<file path="src/rtl/fir_pkg.sv">
`default_nettype none
// ============================================================================
//  Module      : fir_pkg
//  Description : Constants, coefficient set, state encoding and saturation
//                helpers shared by the forward FIR and its deconvolver.
//  Revision    : 1.0  initial release
// ============================================================================
package fir_pkg;

    localparam int N      = 4;
    localparam int WIDTH  = 8;
    localparam int COEFFS [0:N-1] = '{1, 2, 3, 4};

    // Accumulator must hold a 2*WIDTH sample plus N-1 product subtractions
    function automatic int acc_width(input int taps, input int w);
        return 2 * w + $clog2(taps);
    endfunction

    localparam int ACC_W = acc_width(N, WIDTH);
    localparam int K_W   = (N > 2) ? $clog2(N) : 1;

    localparam logic signed [ACC_W-1:0] SAT_MAX = ACC_W'((2 ** (WIDTH - 1)) - 1);
    localparam logic signed [ACC_W-1:0] SAT_MIN = ACC_W'(-(2 ** (WIDTH - 1)));

    typedef enum logic [1:0] {
        ST_IDLE = 2'd0,
        ST_MAC  = 2'd1,
        ST_OUT  = 2'd2
    } state_t;

    // True when the accumulator lies outside the WIDTH-bit signed range
    function automatic logic is_ovf(input logic signed [ACC_W-1:0] a);
        return (a > SAT_MAX) || (a < SAT_MIN);
    endfunction

    // Clamp accumulator to the WIDTH-bit signed range
    function automatic logic signed [WIDTH-1:0] sat(input logic signed [ACC_W-1:0] a);
        if (a > SAT_MAX) begin
            return {1'b0, {(WIDTH-1){1'b1}}};
        end else if (a < SAT_MIN) begin
            return {1'b1, {(WIDTH-1){1'b0}}};
        end else begin
            return a[WIDTH-1:0];
        end
    endfunction

endpackage
`default_nettype wire

</file>
<file path="src/rtl/fir_deconv_mac.sv">
`default_nettype none
// ============================================================================
//  Module      : fir_deconv_mac
//  Description : Single-multiplier accumulator. Loads a sign-extended y sample
//                or subtracts h[k]*hist from the running accumulator.
//  Revision    : 1.0  initial release
// ============================================================================
module fir_deconv_mac
    import fir_pkg::*;
(
    input  logic                     clk,
    input  logic                     rst,
    input  logic                     i_clear,
    input  logic                     i_load,
    input  logic                     i_sub,
    input  logic signed [2*WIDTH-1:0] i_y,
    input  logic [K_W-1:0]           i_k,
    input  logic signed [WIDTH-1:0]  i_hist,
    output logic signed [ACC_W-1:0]  o_acc
);

    logic signed [ACC_W-1:0]   r_acc;
    logic signed [WIDTH-1:0]   w_coef;
    logic signed [2*WIDTH-1:0] w_prod;
    logic signed [ACC_W-1:0]   w_prod_ext;
    logic signed [ACC_W-1:0]   w_y_ext;

    // Coefficient selected by the current tap index
    always_comb begin
        w_coef = '0;
        for (int i = 0; i < N; i++) begin
            if (i_k == K_W'(i)) begin
                w_coef = WIDTH'(COEFFS[i]);
            end
        end
    end

    assign w_prod     = w_coef * i_hist;
    assign w_prod_ext = {{(ACC_W-2*WIDTH){w_prod[2*WIDTH-1]}}, w_prod};
    assign w_y_ext    = {{(ACC_W-2*WIDTH){i_y[2*WIDTH-1]}}, i_y};

    // Accumulator: clear has priority, then load of a new sample, then subtract
    always_ff @(posedge clk or posedge rst) begin
        if (rst) begin
            r_acc <= '0;
        end else if (i_clear) begin
            r_acc <= '0;
        end else if (i_load) begin
            r_acc <= w_y_ext;
        end else if (i_sub) begin
            r_acc <= r_acc - w_prod_ext;
        end
    end

    assign o_acc = r_acc;

endmodule
`default_nettype wire

</file>
<file path="src/rtl/fir_deconvolver.sv">
`default_nettype none
// ============================================================================
//  Module      : fir_deconvolver
//  Description : Recursive inverse of the h={1,2,3,4} FIR. Recovers x[n] from
//                y[n] with one time-shared MAC; one sample per N+1 cycles.
//  Revision    : 1.0  initial release
// ============================================================================
module fir_deconvolver
    import fir_pkg::*;
(
    input  logic                      clk,
    input  logic                      rst,
    input  logic signed [2*WIDTH-1:0] y_in,
    input  logic                      y_valid,
    output logic                      y_ready,
    input  logic                      clear,
    output logic signed [WIDTH-1:0]   x_out,
    output logic                      x_valid,
    output logic                      ovf
);

    state_t                   r_state;
    logic [K_W-1:0]           r_k;
    logic signed [WIDTH-1:0]  r_hist [0:N-2];
    logic signed [WIDTH-1:0]  r_x_out;
    logic                     r_x_valid;
    logic                     r_ovf;

    logic                     w_load;
    logic                     w_sub;
    logic signed [WIDTH-1:0]  w_hist_sel;
    logic signed [ACC_W-1:0]  w_acc;

    assign y_ready = (r_state == ST_IDLE);
    assign w_load  = y_ready && y_valid && !clear;
    assign w_sub   = (r_state == ST_MAC) && !clear;

    // History operand for tap k is x[n-k], stored at hist[k-1]
    always_comb begin
        w_hist_sel = '0;
        for (int j = 0; j < N - 1; j++) begin
            if (r_k == K_W'(j + 1)) begin
                w_hist_sel = r_hist[j];
            end
        end
    end

    fir_deconv_mac u_mac (
        .clk     (clk),
        .rst     (rst),
        .i_clear (clear),
        .i_load  (w_load),
        .i_sub   (w_sub),
        .i_y     (y_in),
        .i_k     (r_k),
        .i_hist  (w_hist_sel),
        .o_acc   (w_acc)
    );

    // Sequencer, history shift register and registered outputs
    always_ff @(posedge clk or posedge rst) begin
        if (rst) begin
            r_state   <= ST_IDLE;
            r_k       <= '0;
            r_x_out   <= '0;
            r_x_valid <= 1'b0;
            r_ovf     <= 1'b0;
            for (int j = 0; j < N - 1; j++) begin
                r_hist[j] <= '0;
            end
        end else if (clear) begin
            r_state   <= ST_IDLE;
            r_k       <= '0;
            r_x_valid <= 1'b0;
            r_ovf     <= 1'b0;
            for (int j = 0; j < N - 1; j++) begin
                r_hist[j] <= '0;
            end
        end else begin
            r_x_valid <= 1'b0;
            r_ovf     <= 1'b0;
            case (r_state)
                ST_IDLE: begin
                    if (y_valid) begin
                        r_k     <= K_W'(1);
                        r_state <= ST_MAC;
                    end
                end
                ST_MAC: begin
                    if (r_k == K_W'(N - 1)) begin
                        r_k     <= '0;
                        r_state <= ST_OUT;
                    end else begin
                        r_k <= r_k + K_W'(1);
                    end
                end
                ST_OUT: begin
                    r_x_out   <= sat(w_acc);
                    r_ovf     <= is_ovf(w_acc);
                    r_x_valid <= 1'b1;
                    // The clamped value, not the raw accumulator, feeds back
                    for (int j = N - 2; j > 0; j--) begin
                        r_hist[j] <= r_hist[j-1];
                    end
                    r_hist[0] <= sat(w_acc);
                    r_state   <= ST_IDLE;
                end
                default: begin
                    r_state <= ST_IDLE;
                end
            endcase
        end
    end

    assign x_out   = r_x_out;
    assign x_valid = r_x_valid;
    assign ovf     = r_ovf;

endmodule
`default_nettype wire

</file>
<file path="config.mk">
export PLATFORM = sky130hd
export DESIGN_NAME = fir_deconvolver
export DESIGN_NICKNAME = d
export VERILOG_FILES = /design/src/rtl/fir_pkg.sv /design/src/rtl/fir_deconv_mac.sv /design/src/rtl/fir_deconvolver.sv
export SDC_FILE = /design/constraint.sdc
export NUM_CORES = 1
export LEC_CHECK = 0
export ABC_AREA = 1
export CORE_UTILIZATION = 45
export CTS_BUF_LIST = sky130_fd_sc_hd__clkbuf_4 sky130_fd_sc_hd__clkbuf_8
export CTS_CLUSTER_DIAMETER = 50
export DETAILED_ROUTE_END_ITERATION = 16
export SETUP_SLACK_MARGIN = 0.02
export SYNTH_ARGS = -nofsm -noshare
export SYNTH_HDL_FRONTEND = slang
export SYNTH_SLANG_ARGS = --single-unit
</file>
<file path="constraint.sdc">
create_clock -name clk -period 5.61 [get_ports clk]
set_input_delay 1.122 -clock clk [delete_from_list [all_inputs] [get_ports clk]]
set_output_delay 1.122 -clock clk [all_outputs]
set_load 0.005 [all_outputs]
</file>
==> metrics.csv, run 1 <==
stage,metric,value,unit
global_routing,grt_max_degree,57,
critical_path,ff2ff_path_depth,27,
synth,syn_nets,667,
synth,synth_top_family_by_area,adder cells,
sta,finalSetupViolCount,0,
synth,yosys.area.top_type,dfrtp_1,
clocking,max-clock-path-buffers,2,
power_and_ir_drop,power.total,2.07,mW
sta,skew,4.41,ps
routing,dr.pass1.iters,5,
clocking,insertion_delay,320,ps
critical_path,cp.arrival,5220,ps
clocking,cts-root-buf,clkbuf_8,
synth,yosys.area_share.adder,20.0,%
sta,fmax,0.200,GHz
clocking,clkTransAtPathRegs,110,ps
floorplanning,dieArea,0.0105,sq mm
synth,synth_seq_area_share,30.8,%
routing,routed_wl,11.1,mm
floorplanning,start_util,46.6,%
clocking,cts_setup_buffers,0,
global_routing,grt_pass1_wl,18.2,mm
sta,rsz0062_at_grt,false,
routing,drc,0,
worst_hold_path,min_from,x_out[0],
floorplanning,std_cell_rows,36,
critical_path,cp-end-kind,flip-flop,
routing,vias_per_cell,5.11,
synth,avgSynthCellArea,7.81,sq um
sta,relSlewSlack,51.2,%
sta,hold_violations,0,
power_and_ir_drop,ir_drop,302,uV
clocking,htreeDepth,2,
placement,numPortBuffers,30,
final_layout,num-nets-final,697,
synth,syn_area,0.00456,sq mm
critical_path,r2r-start,r_k[0],
global_routing,overflow,0,
synth,synth_seq_cells,56,
synth,synthMuxAreaShare,0,%
synth,synthFlopType,dfrtp_1,
critical_path,crit_fanout,9,
global_routing,antenna_found_initial,0,
final_layout,drive_gt1_share,6.19,%
synth,synth-edff-count,0,
floorplanning,io_pins,31,
routing,vias,3814,
critical_path,critPathLaunchType,flip-flop,
global_routing,grt_pass1_vias,3741,
routing,postRouteAntennaNets,0,
critical_path,crit_type,reg2reg,
clocking,cts_tree,yes,
synth,synthCells,583,
clocking,clock_sinks,56,
worst_hold_path,hp-class,reg2reg,
synth,synth_compound_area_share,15.8,%
floorplanning,core-area,0.00977,sq mm
critical_path,worstPathRequired,5820,ps
power_and_ir_drop,power_density,408,mW/mm^2
sta,min_period,5010,ps
clocking,cts_inserted_buffers,5,
sta,period_share,89.3,%
final_layout,fill_cells,979,
global_routing,track_usage,22.7,%
synth,synth.top_cells.by_area,"dfrtp_1, ha_1, inv_1",
job,max_cap_viol_count,0,
synth,yosys_warnings,0,
sta,setup-tns-final,0,ps
synth,synthXorXnorAreaFrac,1.92,%
routing,drt_iter0_drc,208,
placement,globalplace.congestion,0.917,
worst_hold_path,whs_endpoint,x_out[0],
floorplanning,fp.dieW,103,um
placement,dp_hpwl,8.99,mm
status,status,"finished, final reports clean",
sta,tightest_slew,732,ps
critical_path,rrSetupSlack,600,ps
floorplanning,chipHeight,103,um
power_and_ir_drop,p_leak,2.75,nW
sta,slew_viol_final,0,
synth,yosysTopAreaCellShare,30.8,%
routing,wl_per_cell,14.9,um
worst_hold_path,hold_depth,2,
synth,synth_cell_types,41,
critical_path,reg2reg_to,u_mac.o_acc[12],
synth,synthArstFlopShare,100,%
synth,yosys.area_share.simple,19.8,%
final_layout,syn_to_final_growth,11.6,%
final_layout,antenna_cells,0,
==> where the power goes <==
part,internal (mW),total (mW),switching (mW)
combinational,0.482,1.33,0.850
clock,0.0901,0.238,0.148
sequential,0.463,0.505,0.0421
total,1.04,2.07,1.04
==> how the worst max path moves through the flow <==
stage | startpoint | end | slack [ps] | cells past startpoint
3_5_place_dp | r_k[1] | u_mac.o_acc[13] | 460 | 27
2_1_floorplan | r_k[0] | u_mac.o_acc[14] | 1040 | 24
6_report | r_k[0] | u_mac.o_acc[12] | 600 | 27
4_1_cts | r_k[1] | u_mac.o_acc[13] | 430 | 27
3_3_place_gp | r_k[1] | u_mac.o_acc[13] | 460 | 27
5_1_grt | r_k[0] | u_mac.o_acc[14] | 120 | 27
==> what timing repair did <==
item / CTS / global route
hold buffers: 0 / 0
gates resized for setup: 0 / 2
endpoints found under the setup margin: 0 / 1
==> stage by stage <==
stage	utilization [%]	cells	instance area [sq um]	hold WS (ps)	setup slack, ps
after global routing	52.0	747	5080	503	120
after CTS	52.0	747	5080	495	434
after floorplan	-	583	4560	449	1040
after detailed placement	51.0	739	4990	467	458
after global placement	51.0	739	4990	463	462
final	52.0	747	5080	488	600
==> state kept, by name, summed over array words and instances, names as in the netlist <==
register     flops
r_hist          24
u_mac.o_acc     18
x_out            8
r_k              2
r_state          2
ovf              1
x_valid          1
==> kinds of logic after synthesis <==
family,count (synthesis)
compound gates,123
fa+ha+maj,64
simple gates,194
xor+xnor,10
flops,56
buf+inv,136
==> cells in the final DEF (no fill, tap or decap), drive strengths merged, types with 4 or more instances in the layout <==
master	Yosys	routed
a211oi	4	4
a21oi	30	30
clkbuf	8	5
clkdlybuf4s50	0	30
dfrtp	56	56
fa	15	15
ha	49	49
inv	125	126
nand2	103	103
nand3	30	30
nand4	7	7
nor2	43	43
o211ai	6	6
o21ai	57	57
o21bai	5	5
o22ai	18	18
xor2	10	10
==> area by class of cell <==
| class | instances | area, sq um | share of cell area (%) |
|---|---|---|---|
| multi-input cells | 391 | 2630 | 51.7 |
| repair buffers | 33 | 323 | 6.35 |
| well taps | 133 | 166 | 3.27 |
| clock buffers | 5 | 68.8 | 1.35 |
| clock inverters | 3 | 22.5 | 0.443 |
| inverters | 126 | 475 | 9.35 |
| flip-flops and latches | 56 | 1400 | 27.6 |
==> layer usage <==
layer  track usage [%]  wire length (um)
met5                 0                 0
met4              6.04               197
met3              2.78               315
met2              38.0              5250
met1              31.0              5360
==> critical path, stage by stage, from the launching register on <==
cell,delay (ps)
dfrtp_1,420
inv_1,130
ha_2,340
inv_4,100
nand3_2,60
o21ai_1,70
nand2_2,90
nand2_4,100
inv_2,100
nor2_1,50
ha_1,270
inv_1,40
ha_1,260
inv_1,50
fa_1,530
inv_1,40
ha_1,300
fa_1,510
inv_1,40
ha_1,340
a21oi_1,270
nand2_1,100
nand2_1,70
nand3_1,110
a21oi_1,140
o21ai_0,170
o211ai_1,110
o21ai_0,100
==> synth_stat cells (2+ instances only) <==
cell / number
o22ai_1: 18
inv_1: 122
nor4_1: 3
ha_1: 49
xor2_1: 10
dfrtp_1: 56
nor2_1: 43
inv_2: 2
o21ai_2: 3
clkbuf_1: 6
o21ai_0: 52
nand3_4: 2
nand3_1: 27
a21oi_4: 2
o21bai_1: 5
nor3_1: 3
nand4_1: 6
o211ai_1: 6
fa_1: 15
a211oi_1: 4
o21ai_1: 2
nand2_2: 6
nand2_4: 4
nand2_1: 93
a21oi_1: 28
Note: power is estimated with default switching activity, not from simulation.
==> run 2: changes to the inputs <==
MAX_ROUTING_LAYER = met4   (was not set)
==> run 2 against run 1 <==
Register-to-register slack worse by 120 ps; non-clock buffer count stayed put; critical path depth stayed put; highest routed layer unchanged; flip-flop and latch count stayed put; largest cell class unchanged; combinational power hardly changed; sequential power hardly changed.
==> metrics.csv, run 2 (same netlist as run 1, synthesis figures left out) <==
stage,metric,value,unit
routing,dr.pass1.iters,5,
floorplanning,chipHeight,103,um
critical_path,crit_fanout,9,
final_layout,syn_to_final_growth,11.6,%
final_layout,antenna_cells,0,
global_routing,track_usage,23.8,%
power_and_ir_drop,power_frac_comb,64.3,%
power_and_ir_drop,seqPwrFrac,24.3,%
floorplanning,start_util,46.6,%
sta,skew,8.06,ps
routing,postRouteAntennaNets,0,
clocking,cts_tree,yes,
floorplanning,std_cell_rows,36,
clocking,clock_sinks,56,
power_and_ir_drop,p_clk_share,11.4,%
routing,vias,3932,
clocking,cts_hold_buf,0,
critical_path,ff2ff_path_depth,27,
critical_path,cp-end-kind,flip-flop,
critical_path,cpMaxStageDelayCell,fa_1,
global_routing,antenna_found_initial,0,
sta,slew_viol_final,0,
clocking,cts-root-buf,clkbuf_8,
global_routing,grt_pass1_vias,3818,
floorplanning,core-area,0.00977,sq mm
sta,rsz0062_at_grt,false,
placement,dp_hpwl,9.00,mm
sta,finalSetupViolCount,0,
final_layout,num-nets-final,697,
final_layout,largest_reg_flops,24,
routing,drc,0,
sta,period_share,91.4,%
clocking,clkTransAtPathRegs,110,ps
floorplanning,dieArea,0.0105,sq mm
status,status,"finished, final reports clean",
final_layout,final_area,0.00508,sq mm
sta,min_period,5130,ps
global_routing,grt_pass1_wl,18.7,mm
critical_path,cp.arrival,5340,ps
critical_path,path_depth,27,
critical_path,critPathLaunchType,flip-flop,
final_layout,drive_gt1_share,6.19,%
critical_path,crit_top_cell,inv_1,
final_layout,final_common_cell,inv_1,
clocking,cts_setup_buffers,0,
global_routing,overflow,0,
power_and_ir_drop,swShare,50.0,%
critical_path,path_buf_inv,7,
placement,numPortBuffers,30,
clocking,cts_inserted_buffers,5,
critical_path,worstPathRequired,5820,ps
sta,hold_violations,0,
sta,fmax,0.195,GHz
critical_path,crit_type,reg2reg,
worst_hold_path,hp-class,reg2reg,
floorplanning,fp.dieW,103,um
final_layout,largest-register,r_hist,
routing,vias_per_cell,5.26,
final_layout,final_cell_mix,"inv_1, nand2_1, dfrtp_1",
clocking,htreeDepth,2,
placement,globalplace.congestion,0.916,
power_and_ir_drop,switchingPower,1.04,mW
routing,drt_iter0_drc,223,
clocking,insertion_delay,320,ps
floorplanning,io_pins,31,
placement,dpl_cell_area,0.00499,sq mm
sta,setup-tns-final,0,ps
routing,routed_wl,11.3,mm
power_and_ir_drop,ir_drop,346,uV
global_routing,grt_max_degree,57,
sta,relSlewSlack,50.6,%
clocking,cts-resized-gates,0,
power_and_ir_drop,p_int,1.04,mW
power_and_ir_drop,power_density,409,mW/mm^2
worst_hold_path,hold_depth,2,
job,max_cap_viol_count,0,
clocking,max-clock-path-buffers,2,
power_and_ir_drop,p_leak,2.74,nW
critical_path,crit_family,adder cells,
sta,tightest_slew,742,ps
critical_path,slowest_delay,530,ps
routing,wl_per_cell,15.1,um
-- run 2: cell types whose count changed in the layout (fill, tap and decap cells not counted) --
cell and delta:
clkbuf_4 +1, clkinv_2 -1, clkinvlp_4 +1, inv_6 -1
-- run 2: through the flow --
stage                     utilization (%)  power (mW)  hold slack, ps  setup slack, ps  cells
after detailed placement             51.0        1.84             468              424    739
after global placement               51.0        1.82             463              463    739
after floorplan                         -        1.51             449             1040    583
after CTS                            52.0        2.08             496              396    747
after global routing                 52.0        2.29             506             62.1    747
final                                52.0        2.08             489              483    747
-- run 2: worst min-delay path: cells and delay by family, from the launching register on --
| family | cells | cell delay [ps] |
|---|---|---|
| flops | 1 | 360 |
| simple gates | 2 | 100 |
-- run 2: layer usage --
metal  share of wire, %  GRT usage, %  routed length (um)  up-vias
met5                  0             -                   0        -
met4                1.2          5.05                 133        0
met3                3.7          2.58                 416       12
met2                 48          38.8                5390       79
met1                 47          31.9                5330     1899
li1                   -             -                   -     1942
-- run 2: area by class of cell --
type | instances | area [sq um]
Clock buffer | 6 | 76.3
Clock inverter | 2 | 16.3
Inverter | 126 | 475
Tap cell | 133 | 166
Sequential cell | 56 | 1400
Multi-Input combinational cell | 391 | 2630
Timing Repair Buffer | 33 | 323
Fill cell | 996 | 4690
-- run 2: power groups by stage --
stage               registers (mW)  clock network (mW)  logic, mW
floorplan                    0.500                   0       1.01
global placement             0.511                   0       1.31
detailed placement           0.513                   0       1.32
CTS                          0.505               0.244       1.33
global route                 0.514               0.255       1.52
finish                       0.506               0.237       1.34
-- run 2: final timing paths --
check,startpoint,end,slack (ps)
worst max-delay path,r_k[0],u_mac.o_acc[14],480
worst min-delay path,x_out[0],x_out[0],490
worst max register to register,r_k[0],u_mac.o_acc[14],480
worst min register to register,x_out[0],x_out[0],490
max in group asynchronous,rst,u_mac.o_acc[16],3790
min in group asynchronous,rst,r_hist[20],1310
